## src/rtl/i2c_controller_if.sv

```systemverilog
// i2c_controller_if: bundles the SCL-rate clock, the Go request and the
// datapath control strobes that pass between the I2C master controller and
// its surrounding shift register, SDA mux and baud generator.
//
// Signals:
//   ClockI2C     SCL-rate clock, synchronous to the system clock
//   Go           level request to start one transaction
//   BaudEnable   enables the SCL baud generator
//   WriteLoad    parallel-load strobe for the transmit shift register
//   ReadorWrite  0 = master drives SDA, 1 = SDA released
//   Select       SDA source: 0 = shift-register MSB, 1 = StartStopAck
//   ShiftorHold  one-clock shift strobe for the shift register
//   StartStopAck bit driven on SDA when Select = 1
//
// Modports: master = controller side, slave = environment side.
interface i2c_controller_if;
    logic ClockI2C;
    logic Go;
    logic BaudEnable;
    logic WriteLoad;
    logic ReadorWrite;
    logic Select;
    logic ShiftorHold;
    logic StartStopAck;

    modport master (
        input  ClockI2C,
        input  Go,
        output BaudEnable,
        output WriteLoad,
        output ReadorWrite,
        output Select,
        output ShiftorHold,
        output StartStopAck
    );

    modport slave (
        output ClockI2C,
        output Go,
        input  BaudEnable,
        input  WriteLoad,
        input  ReadorWrite,
        input  Select,
        input  ShiftorHold,
        input  StartStopAck
    );
endinterface

```

## src/rtl/i2c_controller.sv

```systemverilog
// i2c_controller: control FSM for a single-transaction I2C master.
// Each Go request runs START, one transmitted byte, the slave ACK slot, one
// received byte, a master NACK and STOP. The block only sequences the
// external shift register, SDA source mux and SDA enable; it never touches
// the bus pins. All pacing comes from edges of the SCL-rate ClockI2C.
//
// Ports:
//   clock  system clock, all state changes on its rising edge
//   Reset  asynchronous, active-high reset
//   bus    i2c_controller_if.master (ClockI2C, Go in; control strobes out)
module i2c_controller (
    input  logic               clock,
    input  logic               Reset,
    i2c_controller_if.master   bus
);

    typedef enum logic [2:0] {
        StIdle       = 3'd0,
        StLoad       = 3'd1,
        StStart      = 3'd2,
        StTxByte     = 3'd3,
        StSlaveAck   = 3'd4,
        StRxByte     = 3'd5,
        StMasterNack = 3'd6,
        StStop       = 3'd7
    } state_e;

    state_e     state;
    state_e     state_next;
    logic [3:0] count;
    logic [3:0] count_next;
    logic       prev;
    logic       pos;
    logic       neg;
    logic       time_out;

    // One-clock-wide edge strobes of ClockI2C.
    assign pos = bus.ClockI2C & ~prev;
    assign neg = ~bus.ClockI2C & prev;

    // Both byte states advance on SCL falling edges, so the last bit is the
    // falling edge seen with count already at 7.
    assign time_out = (count == 4'd7) & neg;

    always_ff @(posedge clock or posedge Reset) begin
        if (Reset) begin
            state <= StIdle;
            count <= 4'd0;
            prev  <= 1'b0;
        end else begin
            state <= state_next;
            count <= count_next;
            prev  <= bus.ClockI2C;
        end
    end

    // Next state, bit counter and the shift strobe.
    always_comb begin
        state_next      = state;
        count_next      = count;
        bus.ShiftorHold = 1'b0;
        unique case (state)
            StIdle: begin
                if (bus.Go) state_next = StLoad;
            end
            StLoad: begin
                if (pos) state_next = StStart;
            end
            StStart: begin
                if (neg) begin
                    state_next = StTxByte;
                    count_next = 4'd0;
                end
            end
            StTxByte: begin
                // The first bit is already on SDA from the load, so only seven
                // shifts are needed; the eighth fall ends the byte.
                if (time_out) begin
                    state_next = StSlaveAck;
                    count_next = 4'd0;
                end else if (neg) begin
                    bus.ShiftorHold = 1'b1;
                    count_next      = count + 4'd1;
                end
            end
            StSlaveAck: begin
                if (neg) begin
                    state_next = StRxByte;
                    count_next = 4'd0;
                end
            end
            StRxByte: begin
                // Sample SDA while SCL is high; count bits on the falls.
                if (pos) bus.ShiftorHold = 1'b1;
                if (time_out) begin
                    state_next = StMasterNack;
                    count_next = 4'd0;
                end else if (neg) begin
                    count_next = count + 4'd1;
                end
            end
            StMasterNack: begin
                if (neg) state_next = StStop;
            end
            StStop: begin
                if (pos) state_next = StIdle;
            end
            default: begin
                state_next = StIdle;
            end
        endcase
    end

    // Moore outputs.
    always_comb begin
        bus.BaudEnable   = (state != StIdle);
        bus.WriteLoad    = (state == StLoad);
        bus.ReadorWrite  = (state == StSlaveAck) || (state == StRxByte);
        bus.Select       = !((state == StTxByte) || (state == StRxByte));
        // Low in Start and Stop so SDA moves while SCL is high.
        bus.StartStopAck = !((state == StStart) || (state == StTxByte) || (state == StStop));
    end

endmodule

```

## src/flat_wrapper.sv

```systemverilog
// flat-port wrapper written by rule: the top's interface ports become plain ports
module i2c_controller_flat 
  (clock, Reset, bus_ClockI2C, bus_Go, bus_BaudEnable, bus_WriteLoad, bus_ReadorWrite, bus_Select, bus_ShiftorHold, bus_StartStopAck);
  i2c_controller_if bus_i ();
  input  logic clock;
  input  logic Reset;
  input wire logic [$bits(bus_i.ClockI2C)-1:0] bus_ClockI2C;
  input wire logic [$bits(bus_i.Go)-1:0] bus_Go;
  output wire logic [$bits(bus_i.BaudEnable)-1:0] bus_BaudEnable;
  output wire logic [$bits(bus_i.WriteLoad)-1:0] bus_WriteLoad;
  output wire logic [$bits(bus_i.ReadorWrite)-1:0] bus_ReadorWrite;
  output wire logic [$bits(bus_i.Select)-1:0] bus_Select;
  output wire logic [$bits(bus_i.ShiftorHold)-1:0] bus_ShiftorHold;
  output wire logic [$bits(bus_i.StartStopAck)-1:0] bus_StartStopAck;
  assign bus_i.ClockI2C = bus_ClockI2C;
  assign bus_i.Go = bus_Go;
  assign bus_BaudEnable = bus_i.BaudEnable;
  assign bus_WriteLoad = bus_i.WriteLoad;
  assign bus_ReadorWrite = bus_i.ReadorWrite;
  assign bus_Select = bus_i.Select;
  assign bus_ShiftorHold = bus_i.ShiftorHold;
  assign bus_StartStopAck = bus_i.StartStopAck;
  i2c_controller u_core (.clock(clock), .Reset(Reset), .bus(bus_i));
endmodule
```

## config.mk

```make
export PLATFORM = sky130hd
export DESIGN_NAME = i2c_controller_flat
export DESIGN_NICKNAME = d
export VERILOG_FILES = /design/src/rtl/i2c_controller_if.sv /design/src/rtl/i2c_controller.sv /design/src/flat_wrapper.sv
export SDC_FILE = /design/constraint.sdc
export NUM_CORES = 1
export LEC_CHECK = 0
export BUFFER_PORTS_ARGS = -buffer_cell sky130_fd_sc_hd__buf_4
export CAP_MARGIN = 20
export CORE_AREA = 3 3 40 42
export DETAILED_ROUTE_END_ITERATION = 7
export DIE_AREA = 0 0 43 45
export GPL_TIMING_DRIVEN = 1
export RECOVER_POWER = 25
export SLEW_MARGIN = 10
export SYNTH_ARGS = -nofsm -noshare
export SYNTH_HDL_FRONTEND = slang
export SYNTH_SLANG_ARGS = --single-unit
```

## constraint.sdc

```tcl
create_clock -name clock -period 2 [get_ports clock]
set_clock_uncertainty 0.2 [all_clocks]
set_input_delay 0.1 -clock clock [delete_from_list [all_inputs] [get_ports clock]]
set_output_delay 0.1 -clock clock [all_outputs]
set_load 0.05 [all_outputs]
```

==> flow_summary.toml <==
[route]
drt_pre_antenna_iters = 4
viasPerCell = 5.63
wire_per_inst_um = 13.3
vias = 484
remaining_drc_errors = 0
drtIter0Drc = 13
postRouteAntennaNets = 0
wirelength_mm = 1.15

[sta]
min_period_over_period_pct = 92.5
slew_headroom_pct = 69.8
period_needed_ps = 1850
hold_viol = 0
rsz0062_at_grt = "no"
drv_slew = 0
setup_tns_ps = 0
clock.fmax_mhz = 540
tightest_slew_ps = 454
setup_viol = 0

[clock_tree]
path_clk_slew_ps = 60
postCtsSetupBuffers = 0
cts_max_path_buffers = 2
cts_tree = "yes"
clock-root-buffer = "clkbuf_4"
numCtsBuffers = 3
clock_latency_ps = 260
h-tree-depth = 1
clock-sinks = 8

[placement]
io_buffer_count = 9
gp_congestion = 0.735
dpl.hpwl_um = 791
dp_cells = 80

[grt]
grt_pass1_wl_mm = 1.95
grt_overflow = 0
gr-usage-all-layers_pct = 13.5
met1_usage_pct = 18.5
grt_pass1_vias = 442
antenna_found_initial = 0
grt_max_degree = 18
met3_usage_pct = 4.78
grt_most_used_layer = "met2"
met2_usage_pct = 19.5

[critical_path]
critPathMaxStageDelay_ps = 530
worst_r2r_path_depth = 4
endpoint_kind = "primary output"
worstPathCellList = "dlygate4sd3_1 > buf_4 > and2b_2 > nand4_1 > a21boi_2 > buf_4"
r2r-start = "u_core.count[0]$_DFFE_PP0P_"
crit_fanout = 7
r2r_setup_slack_ps = 440
worstPathArrival_ps = 1550
path_class = "in -> out"
startpoint_type = "input port"
critical_path.most_common_cell = "buf_4"
r2r-end = "u_core.state[2]$_DFFE_PP0P_"
crit_required_ps = 1700
critPathSlowestCell = "dlygate4sd3_1"

[final_layout]
drive_gt1_share_pct = 26.8
antenna_cells = 0
nets = 78
fin_cells = 86
syn2layout_area_growth_pct = 21.4

[synthesis]
syn_area_sq_um = 554
synth.distinct_cells = 32
synth_ff_type = "dfrtp_1"
yosysSeqAreaShare_pct = 36.1
syn_avg_cell_area_sq_um = 9.39
yosys_warnings = 0
synth_edf_count = 0
syn_inst = 59
async_flop_share_pct = 100
ys_seq_elements = 8
synth_nets = 64

[die]
core.rowCount = 13
dieHeight_um = 45
die-area_sq_um = 1940
start_util_pct = 43.1
ios = 10
fp.dieW_um = 43
core_area_sq_um = 1280

[run_status]
status = "complete, no violations"

[power_and_ir_drop]
ir_drop_mv = 0.755
powerDensity_nw_per_um2 = 1450
p_leak_uw = 0.000285

[run]
drv_cap = 0

[min_path]
hold_path_class = "in -> async"
-- metrics by stage --
step                      hold slack, ps  utilization, %  setup slack (ps)  power (uW)  instance area, sq um
after floorplan                     -284               -              8.57         745                   561
after global placement              -119            48.2               439         849                   619
after detailed placement            -118            48.2               434         849                   619
after CTS                            160            52.3              80.6         986                   672
after global routing                 172            52.4              50.4        1060                   673
final                                140            52.4               149         979                   673
-- area by class of cell --
class                   count  area, sq um
fillers                   132          612
multi-input cells          45          323
flip-flops and latches      8          200
repair buffers             12         97.6
clock buffers               3         22.5
well taps                  15         18.8
inverters                   3         11.3
-- worst max-delay path, delay by kind of cell --
kind            cells  cell delay [ps]
compound gates      1              160
simple gates        2              410
buf+inv             3              880
-- how the worst max path moves through the flow --
stage,start,end,slack (ps),cells past startpoint
2_1_floorplan,u_core.state[0]$_DFFE_PP0P_,bus_StartStopAck,9,2
3_3_place_gp,u_core.state[2]$_DFFE_PP0P_,u_core.count[0]$_DFFE_PP0P_,440,3
5_1_grt,u_core.count[0]$_DFFE_PP0P_,bus_ShiftorHold,50,5
4_1_cts,bus_ClockI2C,bus_ShiftorHold,80,6
3_5_place_dp,u_core.count[0]$_DFFE_PP0P_,bus_ShiftorHold,430,5
6_report,bus_ClockI2C,bus_ShiftorHold,150,6
-- layout by cell type, fill, tap and decap left out, types with 3 or more instances in the layout --
cell,instances
buf_4,8
o21ai_1,4
nand2_1,4
dfrtp_1,8
clkbuf_4,4
inv_1,3
dlygate4sd3_1,3
o21ai_0,4
nand4_1,3
-- state kept, by name, indices dropped and copies added (netlist names) --
signal and cells:
u_core.count 4, u_core.prev 1, u_core.state 3
-- cells in the mapped netlist, types with 2 or more instances --
cell      n  area (sq um)
or3_1     2          12.5
nand2_1   4          15.0
nand2b_1  2          12.5
buf_6     2          22.5
nand4_1   3          18.8
o21ai_1   4          20.0
nand3_1   2          10.0
a21boi_1  2          15.0
o21ai_0   4          20.0
dfrtp_1   8           200
inv_1     3          11.3
nor2b_1   3          18.8
-- layer usage --
metal | vias up | share of wire, %
met5 | - | 0
met4 | 0 | 1.8
met3 | 5 | 3.5
met2 | 8 | 43
met1 | 229 | 52
li1 | 242 | -
-- logic make-up after synthesis --
| group | share of synthesized area [%] |
|---|---|
| flip-flops | 36.1 |
| multiplexers | 1.81 |
| buffers and inverters | 7.00 |
| AO/OA/AOI/OAI | 21.7 |
| XOR/XNOR | 5.87 |
| adder cells (fa/ha/maj) | 2.26 |
| AND/OR/NAND/NOR | 25.3 |
-- where the power goes --
group	switching [uW]	internal (uW)	leakage, uW	total, uW
Combinational	308	195	0.000174	503
Clock	60.5	69.1	0.0000138	130
Sequential	125	222	0.0000968	346
Total	493	486	0.000285	979
-- repair_timing --
item                       in CTS  in global routing
setup endpoints to repair       0                  1
hold buffers                    3                  0
hold endpoints to repair       11                  0
resized for setup               0                  1
(Power assumes the default switching activity.)
